===== config.mk =====
export PLATFORM = sky130hd
export DESIGN_NAME = d_stage
export DESIGN_NICKNAME = d
export VERILOG_FILES = /design/src/rtl/mips_defs.sv /design/src/rtl/d_stage_hazard_unit.sv /design/src/rtl/d_stage.sv
export SDC_FILE = /design/constraint.sdc
export NUM_CORES = 1
export LEC_CHECK = 0
export CAP_MARGIN = 20
export CORE_AREA = 2 2 162 164
export CTS_BUF_LIST = sky130_fd_sc_hd__clkbuf_2
export CTS_CLUSTER_SIZE = 30
export DETAILED_ROUTE_END_ITERATION = 10
export DIE_AREA = 0 0 164 166
export HOLD_SLACK_MARGIN = 0.1
export SYNTH_ARGS = -nofsm -noshare
export SYNTH_HDL_FRONTEND = slang
export SYNTH_HIERARCHICAL = 1
export SYNTH_SLANG_ARGS = --single-unit

===== constraint.sdc =====
create_clock -name clk -period 14.1 [get_ports clk]
set_input_delay 2.82 -clock clk [delete_from_list [all_inputs] [get_ports clk]]
set_output_delay 2.82 -clock clk [all_outputs]
set_load 0.02 [all_outputs]

===== src/rtl/mips_defs.sv =====
// rtl/mips_defs.sv - shared MIPS decode constants, hazard classes and helper functions
//
// Purpose: opcode/funct constants, next-PC select encodings, instruction
//          classes and the per-class T_use / T_new / destination rules used
//          by the decode stage and its hazard unit.
// Ports:   none (package).
// Config:  D_STAGE_BNE_EN - when defined, bne decodes as a conditional branch;
//          otherwise it is an unknown opcode and behaves as a nop.
package mips_defs;

   localparam logic [5:0] OP_RTYPE = 6'b000000;
   localparam logic [5:0] OP_J     = 6'b000010;
   localparam logic [5:0] OP_JAL   = 6'b000011;
   localparam logic [5:0] OP_BEQ   = 6'b000100;
   localparam logic [5:0] OP_BNE   = 6'b000101;
   localparam logic [5:0] OP_ORI   = 6'b001101;
   localparam logic [5:0] OP_LUI   = 6'b001111;
   localparam logic [5:0] OP_LW    = 6'b100011;
   localparam logic [5:0] OP_SW    = 6'b101011;

   localparam logic [5:0] FN_JR    = 6'b001000;
   localparam logic [5:0] FN_ADDU  = 6'b100001;
   localparam logic [5:0] FN_SUBU  = 6'b100011;

   localparam logic [4:0] REG_RA   = 5'd31;

   typedef enum logic [2:0] {
      PCSEL_PC4 = 3'd0,
      PCSEL_BR  = 3'd1,
      PCSEL_J   = 3'd2,
      PCSEL_JR  = 3'd3
   } pcsel_e;

   typedef enum logic [3:0] {
      IC_NOP, IC_ALU_R, IC_ALU_I, IC_LUI, IC_LW, IC_SW,
      IC_BEQ, IC_BNE, IC_J, IC_JAL, IC_JR
   } iclass_e;

   // Cycles until a consumer needs (T_use) or a producer delivers (T_new) a value.
   localparam logic [1:0] T_0 = 2'd0;
   localparam logic [1:0] T_1 = 2'd1;
   localparam logic [1:0] T_2 = 2'd2;

   typedef struct packed {
      logic       used;
      logic [1:0] t_use;
   } src_use_t;

   function automatic iclass_e decode_class(input logic [31:0] ir);
      iclass_e c;
      c = IC_NOP;
      case (ir[31:26])
         OP_RTYPE: begin
            case (ir[5:0])
               FN_ADDU, FN_SUBU: c = IC_ALU_R;
               FN_JR:            c = IC_JR;
               default:          c = IC_NOP;
            endcase
         end
         OP_ORI:  c = IC_ALU_I;
         OP_LUI:  c = IC_LUI;
         OP_LW:   c = IC_LW;
         OP_SW:   c = IC_SW;
         OP_BEQ:  c = IC_BEQ;
`ifdef D_STAGE_BNE_EN
         OP_BNE:  c = IC_BNE;
`else
         OP_BNE:  c = IC_NOP;
`endif
         OP_J:    c = IC_J;
         OP_JAL:  c = IC_JAL;
         default: c = IC_NOP;
      endcase
      return c;
   endfunction

   function automatic pcsel_e pcsel_of(input iclass_e c);
      case (c)
         IC_BEQ, IC_BNE: return PCSEL_BR;
         IC_J, IC_JAL:   return PCSEL_J;
         IC_JR:          return PCSEL_JR;
         default:        return PCSEL_PC4;
      endcase
   endfunction

   function automatic src_use_t rs_use(input iclass_e c);
      case (c)
         IC_ALU_R, IC_ALU_I, IC_LW, IC_SW: return '{used: 1'b1, t_use: T_1};
         IC_BEQ, IC_BNE, IC_JR:            return '{used: 1'b1, t_use: T_0};
         default:                          return '{used: 1'b0, t_use: T_0};
      endcase
   endfunction

   function automatic src_use_t rt_use(input iclass_e c);
      case (c)
         IC_ALU_R:       return '{used: 1'b1, t_use: T_1};
         IC_SW:          return '{used: 1'b1, t_use: T_2};
         IC_BEQ, IC_BNE: return '{used: 1'b1, t_use: T_0};
         default:        return '{used: 1'b0, t_use: T_0};
      endcase
   endfunction

   function automatic logic [1:0] t_new_e(input iclass_e c);
      case (c)
         IC_LW:                      return T_2;
         IC_ALU_R, IC_ALU_I, IC_LUI: return T_1;
         default:                    return T_0;
      endcase
   endfunction

   function automatic logic [1:0] t_new_m(input iclass_e c);
      return (c == IC_LW) ? T_1 : T_0;
   endfunction

   // Non-writers report $0, which can never raise a hazard.
   function automatic logic [4:0] dest_reg(input logic [31:0] ir);
      case (decode_class(ir))
         IC_ALU_R:                 return ir[15:11];
         IC_ALU_I, IC_LUI, IC_LW:  return ir[20:16];
         IC_JAL:                   return REG_RA;
         default:                  return 5'd0;
      endcase
   endfunction

endpackage


===== src/rtl/d_stage_hazard_unit.sv =====
// rtl/d_stage_hazard_unit.sv - load-use / branch-use stall detection for decode
//
// Purpose: compares the D-stage source operands against the E and M stage
//          destinations using T_use / T_new and raises stop.
// Ports:   ir_d, ir_e, ir_m (in, 32) - instructions in D, E, M
//          stop (out, 1)             - stall PC and F/D
// Config:  bne handling follows D_STAGE_BNE_EN through mips_defs.
module hazard_unit
   import mips_defs::*;
(
   input  logic [31:0] ir_d,
   input  logic [31:0] ir_e,
   input  logic [31:0] ir_m,
   output logic        stop
);

   iclass_e    cls_d, cls_e, cls_m;
   logic [4:0] dst_e, dst_m;
   logic [1:0] tn_e, tn_m;
   logic       stall_rs, stall_rt;

   // D has no forward path from E, so an operand needed in D right now
   // (T_use 0) stalls on any E producer, even one whose value is already
   // computed (jal's link address).
   function automatic logic src_stall(input logic [4:0] addr,  input src_use_t u,
                                      input logic [4:0] d_e,   input logic [1:0] t_e,
                                      input logic [4:0] d_m,   input logic [1:0] t_m);
      logic hit_e, hit_m;
      hit_e = (addr == d_e) && ((u.t_use == T_0) || (t_e > u.t_use));
      hit_m = (addr == d_m) && (t_m > u.t_use);
      return u.used && (addr != 5'd0) && (hit_e || hit_m);
   endfunction

   assign cls_d = decode_class(ir_d);
   assign cls_e = decode_class(ir_e);
   assign cls_m = decode_class(ir_m);
   assign dst_e = dest_reg(ir_e);
   assign dst_m = dest_reg(ir_m);
   assign tn_e  = t_new_e(cls_e);
   assign tn_m  = t_new_m(cls_m);

   assign stall_rs = src_stall(ir_d[25:21], rs_use(cls_d), dst_e, tn_e, dst_m, tn_m);
   assign stall_rt = src_stall(ir_d[20:16], rt_use(cls_d), dst_e, tn_e, dst_m, tn_m);
   assign stop     = stall_rs | stall_rt;

endmodule


===== src/rtl/d_stage.sv =====
// rtl/d_stage.sv - MIPS decode stage: F/D register, next-PC decode, M forwarding, stall
//
// Purpose: holds the F/D register, decodes IR_D into next-PC controls for
//          fetch, forwards M-stage results onto rs/rt and stalls on hazards.
// Ports:   clk, reset (sync, active high)
//          IR_F, pc4_F          - fetch instruction / PC+4
//          IR_E, IR_M           - instructions in E and M (hazard checks)
//          rd1, rd2             - register-file read data
//          wdata_M, waddr_M, wen_M - M-stage write-back for forwarding
//          ra1, ra2             - register-file read addresses
//          IR_D, pc4_D          - F/D register contents
//          imm16, imm26, pcsel, isbeq, equal, rs - next-PC controls to fetch
//          rt_fwd               - forwarded rt towards E
//          stop, bubble_E       - stall and D/E bubble
// Config:  D_STAGE_BNE_EN - enables bne (pcsel branch, isbeq low).
module d_stage
   import mips_defs::*;
#(
   parameter logic [31:0] NOP_WORD = 32'h0000_0000,
   parameter int          REG_W    = 5
) (
   input  logic             clk,
   input  logic             reset,
   input  logic [31:0]      IR_F,
   input  logic [31:0]      pc4_F,
   input  logic [31:0]      IR_E,
   input  logic [31:0]      IR_M,
   input  logic [31:0]      rd1,
   input  logic [31:0]      rd2,
   input  logic [31:0]      wdata_M,
   input  logic [REG_W-1:0] waddr_M,
   input  logic             wen_M,
   output logic [REG_W-1:0] ra1,
   output logic [REG_W-1:0] ra2,
   output logic [31:0]      IR_D,
   output logic [31:0]      pc4_D,
   output logic [15:0]      imm16,
   output logic [25:0]      imm26,
   output logic [2:0]       pcsel,
   output logic             isbeq,
   output logic             equal,
   output logic [31:0]      rs,
   output logic [31:0]      rt_fwd,
   output logic             stop,
   output logic             bubble_E
);

   iclass_e cls_d;

   // No flush path: the delay slot always executes, so only stop gates the load.
   always_ff @(posedge clk) begin
      if (reset) begin
         IR_D  <= NOP_WORD;
         pc4_D <= 32'h0;
      end else if (!stop) begin
         IR_D  <= IR_F;
         pc4_D <= pc4_F;
      end
   end

   function automatic logic [31:0] fwd(input logic [REG_W-1:0] addr, input logic [31:0] grf,
                                       input logic wen, input logic [REG_W-1:0] waddr,
                                       input logic [31:0] wdata);
      if (addr == '0)
         return 32'h0;
      else if (wen && (waddr == addr))
         return wdata;
      else
         return grf;
   endfunction

   assign ra1    = IR_D[25:21];
   assign ra2    = IR_D[20:16];
   assign imm16  = IR_D[15:0];
   assign imm26  = IR_D[25:0];

   assign rs     = fwd(ra1, rd1, wen_M, waddr_M, wdata_M);
   assign rt_fwd = fwd(ra2, rd2, wen_M, waddr_M, wdata_M);
   assign equal  = (rs == rt_fwd);

   assign cls_d  = decode_class(IR_D);
   assign pcsel  = pcsel_of(cls_d);
   assign isbeq  = (cls_d == IC_BEQ);

   hazard_unit u_hazard (
      .ir_d (IR_D),
      .ir_e (IR_E),
      .ir_m (IR_M),
      .stop (stop)
   );

   assign bubble_E = stop;

endmodule


==> run_results.csv <==
group,metric,value,unit
synth,synth_cell_type_count,71,
hold_path,hold_class,"reg2reg",
synth,synth.yosys.seq_area_share,23.3,%
drt,first_iter_violations,496,
run,drv_cap,0,
setup_path,startpoint_type,"input port",
power,powerDensity,70.9,nW/um^2
setup_path,crit_family,"compound AO/OA/AOI/OAI gates",
setup_path,worstPathArrival,6.89,ns
drt,vias,6560,
synth,yosysWarnings,6,
global_routing,grt.total_usage,18.6,%
synth,syn_nets,952,
setup_path,path_buf_inv,2,
die,io_pins,419,
cts,cts_resized,0,
die,core-area,25600,sq um
placed_design,place_congestion,0.851,
synth,synth_area_leaders,"dfxtp_1, mux2i_1, buf_4, nand2_1, xnor2_1",
drt,wirelength,26800,um
drt,wl_per_cell,19.3,um
cts,hold_buffers,0,
setup_path,cpMostUsedCell,"clkdlybuf4s50_1",
cells_and_area,final_core_util,37.3,%
power,vdd_drop_max,0.0532,mV
power,cellLeakagePower,3.39,nW
synth,async_flop_share,0,%
drt,viasPerCell,4.72,
sta,fmax,103,MHz
cells_and_area,drive_gt1_share,5.61,%
global_routing,first_global_vias,6398,
sta,hold_violations,0,
synth,ys.flop_type,"dfxtp_1",
sta,finalCritPeriodShare,68.9,%
synth,ys_ff_latch,64,
setup_path,worstPathCellList,"clkdlybuf4s50_1 > or3_1 > or2_4 > a21boi_0 > o21a_1 > a211o_2 > ha_1 > a21oi_1 > a32oi_1 > nor3_1 > nand4_1 > a211oi_1 > a211o_4 > clkdlybuf4s50_1",
cts,htreeDepth,3,
synth,mappedNetlistArea,5490,sq um
setup_path,worstPathMaxFanout,9,
setup_path,critPathMaxStageDelay,0.60,ns
sta,slew_headroom,25.2,%
synth,synth_top_cell_by_area,"dfxtp_1",
sta,fin_setup_tns,0,ns
cts,clock_latency,0.51,ns
sta,fin_skew,0.0432,ns
power,p_total,0.677,mW
die,rows,59,
power,p_int,0.430,mW
power,p_clk_share,23.2,%
setup_path,ff2ff_setup_slack,9.95,ns
placed_design,place_hpwl,20900,um
global_routing,grt_pass1_wl,39000,um
placed_design,placed_area,9370,sq um
synth,synthTopCellsByCount,"nand2_1, nor2_1, dfxtp_1, mux2i_1, buf_4",
cts,clk_pin_slew,0.19,ns
drt,dr.pass1.iters,7,
setup_path,worstSetupPathType,"in2out",
run_status,status,"completed",
cts,cts_root_buf,"clkbuf_2",
setup_path,end_kind,"output pin",
global_routing,overflow,0,
power,switchingPower,0.247,mW
synth,yosys.cell_count.top_type,"nand2_1",
cells_and_area,finalInstanceArea,9550,sq um
cells_and_area,fin_nets,1281,
die,initial_core_util,21.4,%
power,seqPwrFrac,30.7,%
setup_path,required,11.28,ns
sta,setup_viol,0,
drt,drt.antenna.violating_nets,0,
cts,cts_tree,"done",
cts,post_cts_buffers,0,
cts,cts_max_path_buffers,2,
drt,drcViolationCount,0,
cells_and_area,area_growth,73.8,%
sta,rsz0062_at_grt,"false",
synth,netlist_instances,717,
sta,whs,0.522,ns
synth,yosysTopAreaCellShare,23.3,%
synth,synth_edf_count,0,
power,power_frac_comb,46.1,%
global_routing,antenna_found_initial,4,
sta,period_minus_slack,9.71,ns
synth,avgSynthCellArea,7.66,sq um
cts,cts_num_sinks,64,
placed_design,io_buffer_count,397,
setup_path,slowest_stage,"clkdlybuf4s50_1",
cts,cts-buffers-inserted,9,
die,die_area,27200,sq um
die,die_h,166,um
die,fp.dieW,164,um
power,sw_frac_of_total,36.5,%
sta,worst_pin_slew,1.12,ns
sta,maxSlewViolCount,0,
global_routing,grt_start_max_net_pins,65,
==> cell type report <==
| cell class | instances | area [sq um] |
|---|---|---|
| well taps | 335 | 419 |
| clock inverters | 7 | 125 |
| flip-flops and latches | 64 | 1280 |
| fillers | 2624 | 16100 |
| multi-input cells | 550 | 3560 |
| inverters | 9 | 33.8 |
| clock buffers | 9 | 45.0 |
| diodes | 3 | 7.51 |
| repair buffers | 412 | 4080 |
==> final timing paths <==
| kind | depth (start not counted) | to | from |
|---|---|---|---|
| hold reg to reg | 2 | pc4_D[15] | pc4_D[15] |
| setup reg to reg | 13 | pc4_D[8] | IR_D[31] |
| setup / recovery | 14 | stop | IR_E[27] |
| hold / removal | 2 | pc4_D[15] | pc4_D[15] |
==> sequential cells by signal, summed over array words and instances (netlist names) <==
signal  cells
pc4_D      32
IR_D       32
==> logic make-up (layout without fill, tap and decap cells) <==
family	Yosys count	in the layout	share of synthesized area, %
AND/OR/NAND/NOR	266	266	23.0
AO/OA/AOI/OAI	160	160	20.2
buffers and inverters	103	437	12.1
multiplexers	64	64	11.7
flip-flops	64	64	23.3
XOR/XNOR	56	56	8.93
adder cells (fa/ha/maj)	3	3	0.683
other	1	4	0.0683
==> worst reg2reg max path: stages (launching register included) <==
cell      delay (ns)
dfxtp_1         0.56
nor4bb_1        0.42
nand3_1         0.19
ha_1            0.34
a21oi_1         0.06
a21oi_1         0.12
a32oi_1         0.12
nor3_1          0.33
nand4_1         0.12
a211oi_1        0.35
a211o_4         0.18
buf_4           0.82
mux2i_1         0.36
nor2_1          0.06
==> layer usage <==
metal / up-vias / GRT usage [%] / wire (um)
met5: - / 0 / 13
met4: 2 / 5.03 / 316
met3: 19 / 5.29 / 2520
met2: 332 / 33.4 / 13500
met1: 3055 / 21.2 / 10500
li1: 3152 / - / -
==> stage by stage <==
step / setup WS [ns] / instances
after floorplan: 5.77 / 717
after global placement: 4.47 / 1370
after detailed placement: 4.43 / 1370
after CTS: 4.41 / 1386
after global routing: 4.21 / 1389
final: 4.39 / 1389
==> power groups by stage <==
stage,Combinational [mW],Sequential (mW),Clock (mW)
finish,0.312,0.208,0.157
global route,0.332,0.211,0.171
CTS,0.313,0.209,0.164
detailed placement,0.312,0.212,0
global placement,0.311,0.212,0
floorplan,0.146,0.220,0
==> cell usage in the layout (no fill, tap or decap), types with 4 or more instances in the layout <==
cell and n:
clkdlybuf4s50_1 396, nand2_1 109, nor2_1 85, dfxtp_1 64, mux2i_1 64, xnor2_1 39
o211ai_1 36, o21ai_1 28, a21oi_1 27, o21ai_0 24, xor2_1 17, buf_4 15
nand4_1 11, clkbuf_2 9, inv_1 9, o211ai_2 8, nor4_1 8, nand3_1 8
or4_1 5, or2_1 4, o22ai_1 4, a2bb2oi_1 4
Note: power is estimated with default switching activity, not from simulation.
